## src/rtl/uart_pkg.sv

```systemverilog
// Shared definitions for the UART receiver: state encoding, default baud constant
// and counter-width helper.
package uart_pkg;

    typedef enum logic [2:0] {
        IDLE   = 3'd0,
        START  = 3'd1,
        DATA   = 3'd2,
        PARITY = 3'd3,
        STOP   = 3'd4
    } uart_state_e;

    // Half-bit period giving 115200 baud from a 50 MHz clock.
    localparam int unsigned UART_HALF_BIT_TICS_DEFAULT = 217;

    function automatic int unsigned uart_cnt_width(input int unsigned bit_tics);
        return (bit_tics < 2) ? 1 : $clog2(bit_tics);
    endfunction

endpackage

```

## src/rtl/uart_rx_sync.sv

```systemverilog
// Two-flop synchroniser for the asynchronous serial line plus falling-edge strobe.
// All flops reset to the idle (high) line level.
module uart_rx_sync
    import uart_pkg::*;
(
    input  logic clk_i,
    input  logic rst_i,
    input  logic rxd_i,
    output logic rx_s_o,
    output logic fall_o
);

    logic meta_q;
    logic rx_s_q;
    logic rx_p_q;

    always_ff @(posedge clk_i) begin
        if (rst_i) begin
            meta_q <= 1'b1;
            rx_s_q <= 1'b1;
            rx_p_q <= 1'b1;
        end else begin
            meta_q <= rxd_i;
            rx_s_q <= meta_q;
            rx_p_q <= rx_s_q;
        end
    end

    assign rx_s_o = rx_s_q;
    assign fall_o = rx_p_q & ~rx_s_q;

endmodule

```

## src/rtl/uart_rx.sv

```systemverilog
// Parametrised UART receiver with mid-bit sampling and a valid/ready output.
// Define UART_RX_PARITY_EN to receive and check one parity bit after the data bits.
module uart_rx
    import uart_pkg::*;
#(
    parameter int unsigned DATA_BITS     = 8,
    parameter int unsigned HALF_BIT_TICS = UART_HALF_BIT_TICS_DEFAULT,
    parameter int unsigned STOP_BITS     = 1,
    parameter int unsigned PARITY_ODD    = 0
) (
    input  logic                 clk50,
    input  logic                 rst,
    input  logic                 rxd,
    output logic [DATA_BITS-1:0] data,
    output logic                 valid,
    input  logic                 ready,
    output logic                 frame_err,
    output logic                 parity_err,
    output logic                 overrun,
    output logic                 busy
);

    localparam int unsigned BIT_TICS = 2 * HALF_BIT_TICS;
    localparam int unsigned CntW     = uart_cnt_width(BIT_TICS);
    localparam int unsigned IdxW     = $clog2(DATA_BITS + 1);

    localparam logic [CntW-1:0] HalfLast = CntW'(HALF_BIT_TICS - 1);
    localparam logic [CntW-1:0] BitLast  = CntW'(BIT_TICS - 1);
    localparam logic [IdxW-1:0] DataLast = IdxW'(DATA_BITS - 1);
    localparam logic [IdxW-1:0] StopLast = IdxW'(STOP_BITS - 1);

    logic rx_s;
    logic fall;

    uart_rx_sync u_sync (
        .clk_i  (clk50),
        .rst_i  (rst),
        .rxd_i  (rxd),
        .rx_s_o (rx_s),
        .fall_o (fall)
    );

    uart_state_e          state_q, state_d;
    logic [CntW-1:0]      cnt_q, cnt_d;
    logic [IdxW-1:0]      idx_q, idx_d;
    logic [DATA_BITS-1:0] shift_q, shift_d;
    logic                 fe_pend_q, fe_pend_d;
    logic [DATA_BITS-1:0] data_q, data_d;
    logic                 valid_q, valid_d;
    logic                 frame_err_q, frame_err_d;
    logic                 overrun_q, overrun_d;
    logic                 complete;

`ifdef UART_RX_PARITY_EN
    logic pe_pend_q, pe_pend_d;
    logic parity_err_q, parity_err_d;

    always_ff @(posedge clk50) begin
        if (rst) begin
            pe_pend_q    <= 1'b0;
            parity_err_q <= 1'b0;
        end else begin
            pe_pend_q    <= pe_pend_d;
            parity_err_q <= parity_err_d;
        end
    end

    assign parity_err = parity_err_q;
`else
    logic unused_parity_odd;
    assign unused_parity_odd = 1'(PARITY_ODD);
    assign parity_err        = 1'b0;
`endif

    always_ff @(posedge clk50) begin
        if (rst) begin
            state_q     <= IDLE;
            cnt_q       <= '0;
            idx_q       <= '0;
            shift_q     <= '0;
            fe_pend_q   <= 1'b0;
            data_q      <= '0;
            valid_q     <= 1'b0;
            frame_err_q <= 1'b0;
            overrun_q   <= 1'b0;
        end else begin
            state_q     <= state_d;
            cnt_q       <= cnt_d;
            idx_q       <= idx_d;
            shift_q     <= shift_d;
            fe_pend_q   <= fe_pend_d;
            data_q      <= data_d;
            valid_q     <= valid_d;
            frame_err_q <= frame_err_d;
            overrun_q   <= overrun_d;
        end
    end

    always_comb begin
        state_d   = state_q;
        cnt_d     = cnt_q + 1'b1;
        idx_d     = idx_q;
        shift_d   = shift_q;
        fe_pend_d = fe_pend_q;
        complete  = 1'b0;
`ifdef UART_RX_PARITY_EN
        pe_pend_d = pe_pend_q;
`endif

        case (state_q)
            IDLE: begin
                if (fall) begin
                    state_d = START;
                    cnt_d   = '0;
                end
            end
            START: begin
                if (cnt_q == HalfLast) begin
                    cnt_d = '0;
                    if (rx_s) begin
                        state_d = IDLE;
                    end else begin
                        state_d   = DATA;
                        idx_d     = '0;
                        fe_pend_d = 1'b0;
`ifdef UART_RX_PARITY_EN
                        pe_pend_d = 1'b0;
`endif
                    end
                end
            end
            DATA: begin
                if (cnt_q == BitLast) begin
                    cnt_d   = '0;
                    shift_d = {rx_s, shift_q[DATA_BITS-1:1]};
                    idx_d   = idx_q + 1'b1;
                    if (idx_q == DataLast) begin
                        idx_d = '0;
`ifdef UART_RX_PARITY_EN
                        state_d = PARITY;
`else
                        state_d = STOP;
`endif
                    end
                end
            end
`ifdef UART_RX_PARITY_EN
            PARITY: begin
                if (cnt_q == BitLast) begin
                    cnt_d     = '0;
                    pe_pend_d = (^{shift_q, rx_s}) != 1'(PARITY_ODD);
                    state_d   = STOP;
                end
            end
`endif
            STOP: begin
                // Leave at mid-stop so a following start edge is never missed.
                if (cnt_q == BitLast) begin
                    cnt_d     = '0;
                    fe_pend_d = fe_pend_q | ~rx_s;
                    if (idx_q == StopLast) begin
                        complete = 1'b1;
                        state_d  = IDLE;
                    end else begin
                        idx_d = idx_q + 1'b1;
                    end
                end
            end
            default: begin
                state_d = IDLE;
                cnt_d   = '0;
            end
        endcase
    end

    always_comb begin
        data_d      = data_q;
        valid_d     = valid_q;
        frame_err_d = frame_err_q;
        overrun_d   = 1'b0;
`ifdef UART_RX_PARITY_EN
        parity_err_d = parity_err_q;
`endif
        if (complete) begin
            if (!valid_q || ready) begin
                data_d      = shift_q;
                frame_err_d = fe_pend_d;
                valid_d     = 1'b1;
`ifdef UART_RX_PARITY_EN
                parity_err_d = pe_pend_q;
`endif
            end else begin
                overrun_d = 1'b1;
            end
        end else if (valid_q && ready) begin
            valid_d = 1'b0;
        end
    end

    assign data      = data_q;
    assign valid     = valid_q;
    assign frame_err = frame_err_q;
    assign overrun   = overrun_q;
    assign busy      = (state_q != IDLE);

endmodule

```

## config.mk

```make
export PLATFORM = sky130hd
export DESIGN_NAME = uart_rx
export DESIGN_NICKNAME = d
export VERILOG_FILES = /design/src/rtl/uart_pkg.sv /design/src/rtl/uart_rx_sync.sv /design/src/rtl/uart_rx.sv
export SDC_FILE = /design/constraint.sdc
export NUM_CORES = 1
export LEC_CHECK = 0
export BUFFER_PORTS_ARGS = -buffer_cell sky130_fd_sc_hd__buf_2
export CAP_MARGIN = 0
export CELL_PAD_IN_SITES_DETAIL_PLACEMENT = 0
export CELL_PAD_IN_SITES_GLOBAL_PLACEMENT = 2
export CORE_MARGIN = 5
export CORE_UTILIZATION = 36
export DETAILED_ROUTE_END_ITERATION = 10
export PLACE_DENSITY = 0.86
export SYNTH_ARGS = -nofsm -noshare
export SYNTH_HDL_FRONTEND = slang
export SYNTH_SLANG_ARGS = --single-unit
```

## constraint.sdc

```tcl
create_clock -name clk50 -period 2.75 [get_ports clk50]
set_clock_uncertainty 0.05 [all_clocks]
set_input_delay 0.1375 -clock clk50 [delete_from_list [all_inputs] [get_ports clk50]]
set_output_delay 0.1375 -clock clk50 [all_outputs]
set_load 0.01 [all_outputs]
```

==> run summary <==
Status - complete, no violations
First-pass GRT wire length - 6.62 mm
CP max stage delay - 590 ps
Initial DRT Pass Iterations - 4
Crit Path Max Fanout - 19
RD Place Congestion - 0.821
Starting Density - 36.8%
Switching share of power - 23.3%
Layout cell share with drive strength beyond 1 - 19.0%
Ys async rst share - 0%
Worst Max-Slew Pin Slew - 745 ps
Sequential power share - 58.4%
H-Tree Level Count - 2
Avg Cell Area, Syn - 9.42 sq um
Gr usage total - 12.9%
CP cell instances - or4b_4 -> or4_4 -> o21ai_0 -> a21oi_1
RSZ-0062 raised after global routing - no
Critical path's slowest cell - or4b_4
Die height - 81.8 um
Worst Hold Path EP - data[7]$_SDFFE_PP0P_
Final Hold Viols - 0
Ys Warns - 0
Reg-to-Reg End - data[6]$_SDFFE_PP0P_
Comb pwr share - 4.1%
Post-DP HPWL - 2.74 mm
Routed vias/inst - 5.19
Hold crit path type - in -> reg
Die Span X - 81.8 um
Layout Nets - 224
Primary FF master, synth - dfxtp_1
Worst Hold Slack - 245 ps
Core Footprint - 5040 sq um
CP Launch Type - flop
Endpoints failing setup - 0
Power, Total - 0.998 mW
Netlist cell types - 52
Vias in the first global route - 1327
Worst EP arrival - 2220 ps
Setup Total Neg Slack - 0 ps
Gate Count Post-Synth - 197
Largest net degree at the start of global routing - 32
Synth area leaders - dfxtp_1 42%, mux2i_1 5.4%, nand3_1 4.3%
GRT overflow - 0
P per Cell Area - 477 nW/um^2
Clk network pwr share - 37.5%
WP buf/inv - 0
I/O Buffers - 15
Syn Std Cell Area - 1860 sq um
CTS tree - done
Max-cap violations - 0
DRC errors left - 0
Crit end category - flop
Clock transition at path regs - 80 ps
CTS max path bufs - 2
Worst skew pair latency - 290 ps
Initial antenna violation count - 0
CP top delay family - simple AND/OR/NAND/NOR gates
CTS sink cnt - 39
Reg-to-reg slack, setup - 630 ps
I/O pin count - 17
Syn nets - 206
Final Max Tran Viols - 0
EDFF count, synth - 0
CP startpoint - state_q[0]$_SDFFE_PP0P_
Reg2Reg Depth - 4
Area delta synth->final - 12.8%
Area leader, netlist - dfxtp_1
Worst Hold Launch - ready
Total internal power - 0.765 mW
WP data required - 2850 ps
Root Buffer - clkbuf_8
Antenna Nets Post-Route - 0
Sequential area share after synthesis - 42.1%
Synthesis-stage register bit count - 39
Kind of critical path - reg -> reg
Final min period - 2120 ps
Psw - 0.232 mW
Placement Rows - 26
LEAKAGE - 0.725 nW
Post-synth top cells - 39 x dfxtp_1, 16 x nand3_1, 13 x nor3_1
Die ar. - 6690 sq um
Maximum clock rate - 472 MHz
Hold Path Depth - 4
Num CTS Buffers - 5
Count leader, synth - dfxtp_1
Final period utilization - 77.1%
Max-slew headroom - 49.1%
Yosys top cell area share - 42.1%
Max VDD drop - 0.000210 V
Routed len/inst - 13.7 um
Via count - 1485
# diodes - 0
Number of DRC markers in iteration 0 - 95
Worst reg2reg startpoint - state_q[0]$_SDFFE_PP0P_
Post-CTS Setup Inserts - 0
WL final - 3.93 mm
[cell usage in the layout (no fill, tap or decap), types with 2 or more instances in the layout]
cell	count
xor2_1	6
or3_1	4
dfxtp_1	39
o21ai_0	10
nor3b_1	2
inv_1	5
nor4_1	2
nand2b_1	4
xnor2_1	2
nor4bb_1	2
clkbuf_8	5
nand3_1	16
o21ai_1	2
nand2_1	2
nor3_1	13
mux2i_1	10
or4b_4	2
or2_2	5
o22ai_1	2
ha_1	5
nand3b_1	2
a21oi_1	12
nand4_1	3
buf_4	5
nor2_1	12
buf_2	15
[how the worst max path moves through the flow]
stage	endpoint	slack, ps	depth (start not counted)
2_1_floorplan	idx_q[0]$_SDFFE_PP0P_	670	6
3_3_place_gp	frame_err$_SDFFE_PP0P_	660	6
3_5_place_dp	data[6]$_SDFFE_PP0P_	660	6
4_1_cts	idx_q[0]$_SDFFE_PP0P_	630	5
5_1_grt	state_q[2]$_SDFFE_PP0P_	480	4
6_report	data[6]$_SDFFE_PP0P_	630	4
[worst reg2reg max path: stages, from the launching register on]
cell and delay (ps):
dfxtp_1 500, or4b_4 590, or4_4 570, o21ai_0 190
a21oi_1 80
[logic make-up after synthesis]
kind of cell | count (synthesis) | synth area share (%)
xor gates and xnor gates | 8 | 3.78
buffers and inverters | 15 | 4.11
adders and majority gates | 5 | 3.37
other | 1 | 0.202
muxes | 11 | 6.00
and+or+nand+nor | 81 | 27.7
AOI/OAI and AO/OA | 37 | 12.7
DFF | 39 | 42.1
[flip-flops by register name (all words and copies together), names as in the netlist]
signal / count
cnt_q: 9
data: 8
fe_pend_q: 1
frame_err: 1
idx_q: 4
overrun: 1
shift_q: 8
state_q: 3
u_sync.meta_q: 1
u_sync.rx_p_q: 1
u_sync.rx_s_o: 1
valid: 1
[timing repair]
action,CTS,global route
hold buffers,1,0
gates resized for setup,0,0
hold endpoints to repair,1,0
[stage by stage]
stage | worst slack, ps | cell area, sq um | std cells | utilization, %
after CTS | 629 | 2090 | 286 | 41.5
after global routing | 478 | 2090 | 286 | 41.5
after detailed placement | 659 | 2000 | 277 | 39.6
final | 631 | 2090 | 286 | 41.5
after floorplan | 665 | 1860 | 197 | -
after global placement | 659 | 2000 | 277 | 39.6
[power groups by stage]
stage / Sequential, mW / Clock (mW) / Combinational, mW
global placement: 0.595 / 0 / 0.0393
CTS: 0.582 / 0.394 / 0.0414
floorplan: 0.590 / 0 / 0.0340
finish: 0.582 / 0.375 / 0.0408
detailed placement: 0.595 / 0 / 0.0399
global route: 0.584 / 0.418 / 0.0472
[area by class of cell]
| type | count | area (sq um) |
|---|---|---|
| Clock buffer | 6 | 72.6 |
| Clock inverter | 2 | 12.5 |
| Fill cell | 513 | 2950 |
| Inverter | 5 | 18.8 |
| Multi-Input combinational cell | 143 | 998 |
| Sequential cell | 39 | 781 |
| Tap cell | 70 | 87.6 |
| Timing Repair Buffer | 21 | 123 |
[routing by layer]
layer | track usage, % | part of all wire (%) | vias to the layer above
li1 | - | - | 760
met1 | 17.0 | 49 | 681
met2 | 19.0 | 43 | 36
met3 | 3.62 | 5.7 | 8
met4 | 6.48 | 1.9 | 0
met5 | 0 | 0 | -
Note: power is estimated with default switching activity, not from simulation.
